<file path="config.mk">
export PLATFORM = sky130hd
export DESIGN_NAME = unpack
export DESIGN_NICKNAME = d
export VERILOG_FILES = /design/src/rtl/unpack.sv
export SDC_FILE = /design/constraint.sdc
export NUM_CORES = 1
export LEC_CHECK = 0
export ABC_AREA = 1
export CAP_MARGIN = 20
export CORE_MARGIN = 2
export CORE_UTILIZATION = 50
export DETAILED_ROUTE_END_ITERATION = 10
export PLACE_DENSITY_LB_ADDON = 0.08
export SETUP_SLACK_MARGIN = 0.4
export SLEW_MARGIN = 5
export SYNTH_ARGS = -nofsm -noshare
export SYNTH_HDL_FRONTEND = slang
export SYNTH_SLANG_ARGS = --single-unit
export TNS_END_PERCENT = 5
</file>
<file path="constraint.sdc">
create_clock -name i_clk -period 2.17 [get_ports i_clk]
set_clock_uncertainty 0.05 [all_clocks]
set_input_delay 0.5425 -clock i_clk [delete_from_list [all_inputs] [get_ports i_clk]]
set_output_delay 0.5425 -clock i_clk [all_outputs]
set_load 0.005 [all_outputs]
</file>
<file path="src/rtl/unpack.sv">
// rtl/unpack.sv - sync-word search, lock tracking and byte reassembly for the serial packet stream
//
// Purpose:
//   Finds packet boundaries in a serial bit stream by searching for a 32-bit
//   sync word. Once a sync word is found, the block checks that every
//   following packet starts with a sync word exactly one packet length later.
//   Idle packets are discarded. The payload of each data packet is rebuilt
//   into bytes, MSB first, and the bytes leave through a small ready/valid FIFO.
//
// Ports:
//   i_clk       clock
//   i_reset     synchronous, active-high reset
//   i_data      serial bit, qualified by i_valid
//   i_valid     bit strobe; the stream cannot be stalled
//   o_data      payload byte at the FIFO head (first received bit in bit 7)
//   o_last      the head byte is the last byte of its packet
//   o_valid     FIFO not empty
//   i_ready     consumer takes the head byte when o_valid && i_ready
//   o_locked    sync tracking established
//   o_lock_err  one-cycle pulse when sync is lost
//   o_overflow  sticky: a byte was dropped because the FIFO was full

module unpack #(
   parameter int          SIZE_BIT_PACK   = 1976,
   parameter int          SIZE_PREAMBLE   = 32,
   parameter int          SIZE_OUTPUT_BIT = 8,
   parameter logic [31:0] PREAMBLE_DATA   = 32'h1ACFFC1D,
   parameter logic [31:0] PREAMBLE_IDLE   = 32'hE53003E2,
   parameter int          FIFO_DEPTH      = 4
) (
   input  logic                       i_clk,
   input  logic                       i_reset,
   input  logic                       i_data,
   input  logic                       i_valid,
   output logic [SIZE_OUTPUT_BIT-1:0] o_data,
   output logic                       o_last,
   output logic                       o_valid,
   input  logic                       i_ready,
   output logic                       o_locked,
   output logic                       o_lock_err,
   output logic                       o_overflow
);

   localparam int CNT_W    = $clog2(SIZE_BIT_PACK);
   localparam int BCNT_W   = $clog2(SIZE_OUTPUT_BIT);
   localparam int ADDR_W   = $clog2(FIFO_DEPTH);
   localparam int PAY_BITS = SIZE_BIT_PACK - SIZE_PREAMBLE;

   localparam logic [CNT_W-1:0]  PAY_LAST  = CNT_W'(PAY_BITS - 1);
   localparam logic [CNT_W-1:0]  HDR_LAST  = CNT_W'(SIZE_PREAMBLE - 1);
   localparam logic [BCNT_W-1:0] BYTE_LAST = BCNT_W'(SIZE_OUTPUT_BIT - 1);

   localparam logic [1:0] ST_SEARCH = 2'd0;
   localparam logic [1:0] ST_DATA   = 2'd1;
   localparam logic [1:0] ST_IDLE   = 2'd2;
   localparam logic [1:0] ST_HDR    = 2'd3;

   logic [1:0]                 r_state;
   logic [SIZE_PREAMBLE-1:0]   r_sr;
   logic [CNT_W-1:0]           r_cnt;
   logic [BCNT_W-1:0]          r_bcnt;
   logic [SIZE_OUTPUT_BIT-1:0] r_byte;
   logic                       r_locked;
   logic                       r_lock_err;
   logic                       r_overflow;

   // FIFO entries hold {last, byte}
   logic [SIZE_OUTPUT_BIT:0]   r_mem [FIFO_DEPTH];
   logic [ADDR_W:0]            r_wptr;
   logic [ADDR_W:0]            r_rptr;

   logic [SIZE_PREAMBLE-1:0]   w_cand;
   logic                       w_is_data;
   logic                       w_is_idle;
   logic                       w_empty;
   logic                       w_full;
   logic                       w_pop;
   logic                       w_push_req;
   logic                       w_push_ok;
   logic [SIZE_OUTPUT_BIT-1:0] w_push_byte;
   logic                       w_push_last;

   // The sync compare sees the bit being sampled this edge, so a decision
   // is made on the same edge that samples the 32nd sync bit.
   assign w_cand    = {r_sr[SIZE_PREAMBLE-2:0], i_data};
   assign w_is_data = (w_cand == PREAMBLE_DATA[SIZE_PREAMBLE-1:0]);
   assign w_is_idle = (w_cand == PREAMBLE_IDLE[SIZE_PREAMBLE-1:0]);

   assign w_empty = (r_wptr == r_rptr);
   assign w_full  = (r_wptr[ADDR_W] != r_rptr[ADDR_W]) &&
                    (r_wptr[ADDR_W-1:0] == r_rptr[ADDR_W-1:0]);
   assign w_pop   = !w_empty && i_ready;

   assign w_push_req  = i_valid && (r_state == ST_DATA) && (r_bcnt == BYTE_LAST);
   assign w_push_byte = {r_byte[SIZE_OUTPUT_BIT-2:0], i_data};
   assign w_push_last = (r_cnt == PAY_LAST);
   // A pop frees the slot this push needs, so push at full succeeds then
   assign w_push_ok   = !w_full || w_pop;

   always_ff @(posedge i_clk) begin
      if (i_reset) begin
         r_state    <= ST_SEARCH;
         r_sr       <= '0;
         r_cnt      <= '0;
         r_bcnt     <= '0;
         r_byte     <= '0;
         r_locked   <= 1'b0;
         r_lock_err <= 1'b0;
         r_overflow <= 1'b0;
         r_wptr     <= '0;
         r_rptr     <= '0;
         for (int k = 0; k < FIFO_DEPTH; k++) begin
            r_mem[k] <= '0;
         end
      end else begin
         r_lock_err <= 1'b0;

         if (w_pop) begin
            r_rptr <= r_rptr + 1'b1;
         end

         if (w_push_req) begin
            if (w_push_ok) begin
               r_mem[r_wptr[ADDR_W-1:0]] <= {w_push_last, w_push_byte};
               r_wptr <= r_wptr + 1'b1;
            end else begin
               r_overflow <= 1'b1;
            end
         end

         if (i_valid) begin
            r_sr <= w_cand;
            case (r_state)
               ST_SEARCH: begin
                  if (w_is_data) begin
                     r_state  <= ST_DATA;
                     r_cnt    <= '0;
                     r_bcnt   <= '0;
                     r_locked <= 1'b1;
                  end else if (w_is_idle) begin
                     r_state  <= ST_IDLE;
                     r_cnt    <= '0;
                     r_locked <= 1'b1;
                  end
               end

               ST_DATA: begin
                  r_byte <= w_push_byte;
                  if (r_bcnt == BYTE_LAST) begin
                     r_bcnt <= '0;
                  end else begin
                     r_bcnt <= r_bcnt + 1'b1;
                  end
                  if (r_cnt == PAY_LAST) begin
                     r_state <= ST_HDR;
                     r_cnt   <= '0;
                  end else begin
                     r_cnt <= r_cnt + 1'b1;
                  end
               end

               ST_IDLE: begin
                  if (r_cnt == PAY_LAST) begin
                     r_state <= ST_HDR;
                     r_cnt   <= '0;
                  end else begin
                     r_cnt <= r_cnt + 1'b1;
                  end
               end

               default: begin
                  // HDR: the next sync word must land exactly here
                  if (r_cnt == HDR_LAST) begin
                     r_cnt <= '0;
                     if (w_is_data) begin
                        r_state <= ST_DATA;
                        r_bcnt  <= '0;
                     end else if (w_is_idle) begin
                        r_state <= ST_IDLE;
                     end else begin
                        // sr keeps this word so search restarts in-stream
                        r_state    <= ST_SEARCH;
                        r_locked   <= 1'b0;
                        r_lock_err <= 1'b1;
                     end
                  end else begin
                     r_cnt <= r_cnt + 1'b1;
                  end
               end
            endcase
         end
      end
   end

   assign o_data     = r_mem[r_rptr[ADDR_W-1:0]][SIZE_OUTPUT_BIT-1:0];
   assign o_last     = r_mem[r_rptr[ADDR_W-1:0]][SIZE_OUTPUT_BIT];
   assign o_valid    = !w_empty;
   assign o_locked   = r_locked;
   assign o_lock_err = r_lock_err;
   assign o_overflow = r_overflow;

endmodule

</file>
======== Word level (Yosys, flattened, before mapping) ========
Memories as Yosys holds them, arrays and structs flattened. A register that Yosys moved wholly into a read port is not among the register bits.
Cells that the tools add are included.
W data, S select, Z words.
storage, ports and cells
  bits in registers ....................... 63
  bits in writable memories ............... 36
  input bits .............................. 5
  logic and storage cells ................. 89
  memories ................................ 1
cells by class
  add/sub/neg operators ................... 4
  equality and inequality tests ........... 14
  mux-type cells .......................... 34
  bitwise operators ....................... 5
  reductions and logical operators ........ 21
memory list
  memory  words  bits a word  rd ports  clocked after memory_dff  wr ports  RTL line  source
  r_mem   4      9            1         1                         4         68        logic [SIZE_OUTPUT_BIT:0] r_mem [FIFO_DEPTH];
operators with widths
  operator                 count
  $mux W11                 4
  $eq A32 B29 Y1 const B   1
  $eq A32 B32 Y1 const B   1
  $pmux W11 S2             1
  $mux W2                  9
  $mux W1                  13
  $add A11 B1 Y11 const B  1
  $eq A11 B11 Y1 const B   1
  $eq A11 B5 Y1 const B    1
  $add A3 B1 Y3 const B    3
  $mux W3                  3
  $mux W9                  1
  $pmux W3 S3              1
  $reduce_or A9 Y1         1
  $reduce_and A2 Y1        4
  $reduce_or A7 Y1         1
  $ne A2 B1 Y1 const B     3
  $reduce_and A6 Y1        1
  $reduce_bool A3 Y1       2
  $not A1 Y1               5
  $logic_and A1 B1 Y1      4
  $pmux W2 S2              1
  $reduce_and A4 Y1        1
  $eq A3 B3 Y1             1
  13 further kinds         14

======== Logic depth before layout (Yosys ltp) ========
Gate-level depths: netlist (run 1).
  word-level depth ........................ 10
  gate-level depth with buffers ........... 12
  mapped depth without buffers ............ 12

======== Worst setup path before layout (run 1) ========
OpenSTA, ideal clock, no wires.
  path kind ............................... register to register
  from .................................... register r_state[1]
  to ...................................... memory r_mem[2][0] (netlist name), enable pin
  arrival time ............................ 1835 ps
  required time ........................... 1733 ps
  slack ................................... -103 ps
  cell stages (with the launch flop) ...... 9
  clock period less this slack ............ 2273 ps
  cells stage by stage .................... dfxtp_1 > inv_1 > ha_1 > nand2_1 > inv_1 > nand3_4 > nor2_4 > nand2_1 > o21ai_0
RTL lines
  what                      RTL line  source
  start: declaration        58        logic [1:0] r_state;
  start signal: assignment  102       r_state <= ST_SEARCH;
  start signal: assignment  136       r_state <= ST_DATA;
  start signal: assignment  141       r_state <= ST_IDLE;
  end: declaration          68

==> results.tsv, run 1 <==
metric	value	unit
Die Span Y	105	µm
Routed Antenna Nets	0	
actual slew at the worst max-slew pin	374	ps
Placed Cells	806	
DIE WIDTH	105	µm
Critical Path RT	1580	ps
hold buffers post-CTS	0	
startpoint types	flip-flop	
Avg Inst Size Synth	7.92	µm²
status	finished clean	
flops & latches, synth	101	
Hold Slack	405	ps
Sequential Power Share	0.540	
YS warnings	0	
CP arrival	1360	ps
GR Overflow Total	0	
Combinational Power Share	0.164	
Pwr Density	643	nW/µm²
Internal Power	2.77	mW
final setup fails	0	
Reg clk slew, reported paths	100	ps
largest net degree at the start of global routing	38	
Core ar.	10100	µm²
TNS Setup	0	ps
row count	37	
IO buf count	17	
Num CTS Buffers	9	
top cell type by total area after synthesis	dfxtp_1	
Yosys top cell area share	0.253	
initial antenna violation count	0	
Via-to-Cell Ratio	5.14	
DIE AREA	11100	µm²
CTS tree	yes	
Top FF cell, synth	dfxtp_1	
Overall Power	3.92	mW
WS Path Type	flip-flop to output pin	
Final Hold Viols	0	
Slew headroom	0.750	
ys async rst share	0	
synth cell count leaders	120 x nand2_1, 78 x nor2_1, 72 x inv_1	
most numerous cell in the Yosys netlist	nand2_1	
DRC viols	0	
fin crit period	1950	ps
number of global-route vias before repair	4036	
Slew Viols, Final	0	
Mapped Nets	663	
min-delay src	o_overflow	
global-route wire length before repair	18500	µm
# clock sinks	101	
Max rail drop VDD	0.315	mV
CTS root buf	clkbuf_8	
clock network power share	0.296	
Worst setup EP type	output pin	
Final nets	707	
switching share of power	0.293	
period utilisation layout	0.898	
maxcap violations	0	
Seq/Total Area, Yosys	0.463	
GPL Wtd Cong	0.882	
Tot GR Track Use	0.207	
top post-synthesis cells by area	dfxtp_1 25%, edfxtp_1 21%, nand2_1 8.8%	
via count	4284	
Yosys cell types	35	
# IOs	18	
switching power	1.15	mW
maximum root-to-sink buffer count	2	
Hold Crit Class	flip-flop to flip-flop	
WL per Instance	13.3	µm
Post-synth EDFFs	36	
First-pass DRT Iterations	5	
H-tree depth	3	
clk_lat worst skew	370	ps
drt first-iter violations	232	
dpl hpwl	7870	µm
Synth Cell Area	5140	µm²
Gate Count Post-Synth	649	
Max Freq	513	MHz
RSZ-0062 raised after global routing	yes	
Worst R2R Start	r_state[0]	
Layout area overhead	18.4	%
initial core utilization	0.507	
final WL	11100	µm
layout cell share with drive strength beyond 1	0.234	
Diodes inserted	0	
critical-path maximum fanout	8	
leakage	2.29	nW
final non-filler cell total	834	
## sequential cells by signal (all words and copies together), names as in the netlist, 2 cells and up, named ones only
register and cells:
r_mem 36, r_sr 31, r_cnt 11, r_byte 7
r_bcnt 3, r_rptr 3, r_wptr 3, r_state 2
## critical path, stage by stage (launching register included)
cell and delay, ps:
dfxtp_4 440, inv_4 70, buf_8 140, o21ai_2 130
o22ai_2 80, buf_2 130
## per-layer routing
metal  global-route usage  vias up  part of all wire
met4               0.0848        0             0.015
met5                    0        -                 0
li1                     -     2228                 -
met2                0.357       58              0.51
met1                0.257     1982              0.45
met3               0.0334       16             0.025
## layout make-up
class,count,area [µm²]
Fill cell,916,4050
Multi-Input combinational cell,443,2490
Sequential cell,101,2400
Timing Repair Buffer,60,529
Inverter,78,305
Tap cell,136,170
Clock buffer,9,124
Clock inverter,7,65.1
## final timing paths
kind	endpoint	slack (ps)	cells after the start
max	o_data[3]	220	5
min	o_overflow	410	2
min reg2reg	o_overflow	410	2
max reg2reg	r_state[1]	380	8
## cells by family (layout without fill, tap and decap cells)
family,Yosys count,after routing,share of synthesized area
AND/OR/NAND/NOR,284,284,0.274
AO/OA/AOI/OAI,142,143,0.144
buffers and inverters,106,154,0.0847
flip-flops,101,101,0.463
adder cells (fa/ha/maj),9,9,0.0219
XOR/XNOR,7,7,0.0119
## power by group through the flow
stage	clock (mW)	sequential (mW)	combinational (mW)
final	1.16	2.12	0.642
after global routing	1.26	2.13	0.716
after CTS	1.20	2.11	0.604
after detailed placement	0	2.15	0.581
after global placement	0	2.15	0.567
after floorplan	0	2.13	0.363
## repair_timing
| item | 4_1_cts | 5_1_grt |
|---|---|---|
| setup endpoints to repair | 79 | 104 |
| resized for setup | 75 | 23 |
| cloned | 2 | 1 |
| pin swaps | 6 | 9 |
| endpoints found under the hold margin | 0 | 0 |
| buffers inserted | 5 | 4 |
## layout by cell type, fill, tap and decap left out, types with 2 or more instances in the layout
| cell type | n |
|---|---|
| dfxtp_2 | 5 |
| nor2_4 | 2 |
| o22ai_1 | 7 |
| o22ai_2 | 2 |
| clkinv_4 | 2 |
| inv_2 | 6 |
| o21ai_1 | 8 |
| inv_8 | 2 |
| ha_1 | 6 |
| ha_4 | 2 |
| nor2_2 | 12 |
| inv_4 | 3 |
| buf_4 | 34 |
| clkbuf_8 | 9 |
| dfxtp_4 | 3 |
| inv_6 | 3 |
| nand3_1 | 22 |
| nor2_1 | 72 |
| dfxtp_1 | 57 |
| nand2_2 | 2 |
| nand4_1 | 11 |
| nor3_2 | 27 |
| nand2_1 | 117 |
| buf_6 | 3 |
| buf_12 | 4 |
| clkdlybuf4s50_1 | 5 |
| nor3_1 | 7 |
| a21oi_1 | 58 |
| xor2_1 | 5 |
| buf_2 | 11 |
| inv_1 | 68 |
| nand2_4 | 4 |
| o21ai_2 | 12 |
| edfxtp_1 | 36 |
| o21ai_0 | 50 |
| nand3_4 | 2 |
| o21ai_4 | 3 |
## metrics by stage
step                      instance area (µm²)  setup slack, ps   util
after floorplan                          5210              395      -
after global placement                   5680            -49.9  0.561
after detailed placement                 5680            -90.9  0.561
after CTS                                5950              223  0.587
after global routing                     6090              156  0.601
final                                    6090              221  0.601
Note: power is estimated with default switching activity, not from simulation.
==> run 2, diff against run 1 <==
CAP_MARGIN = 40   (was 20)
==> results of run 2 <==
No change in the layout: final DEF, timing and power equal those of run 1.
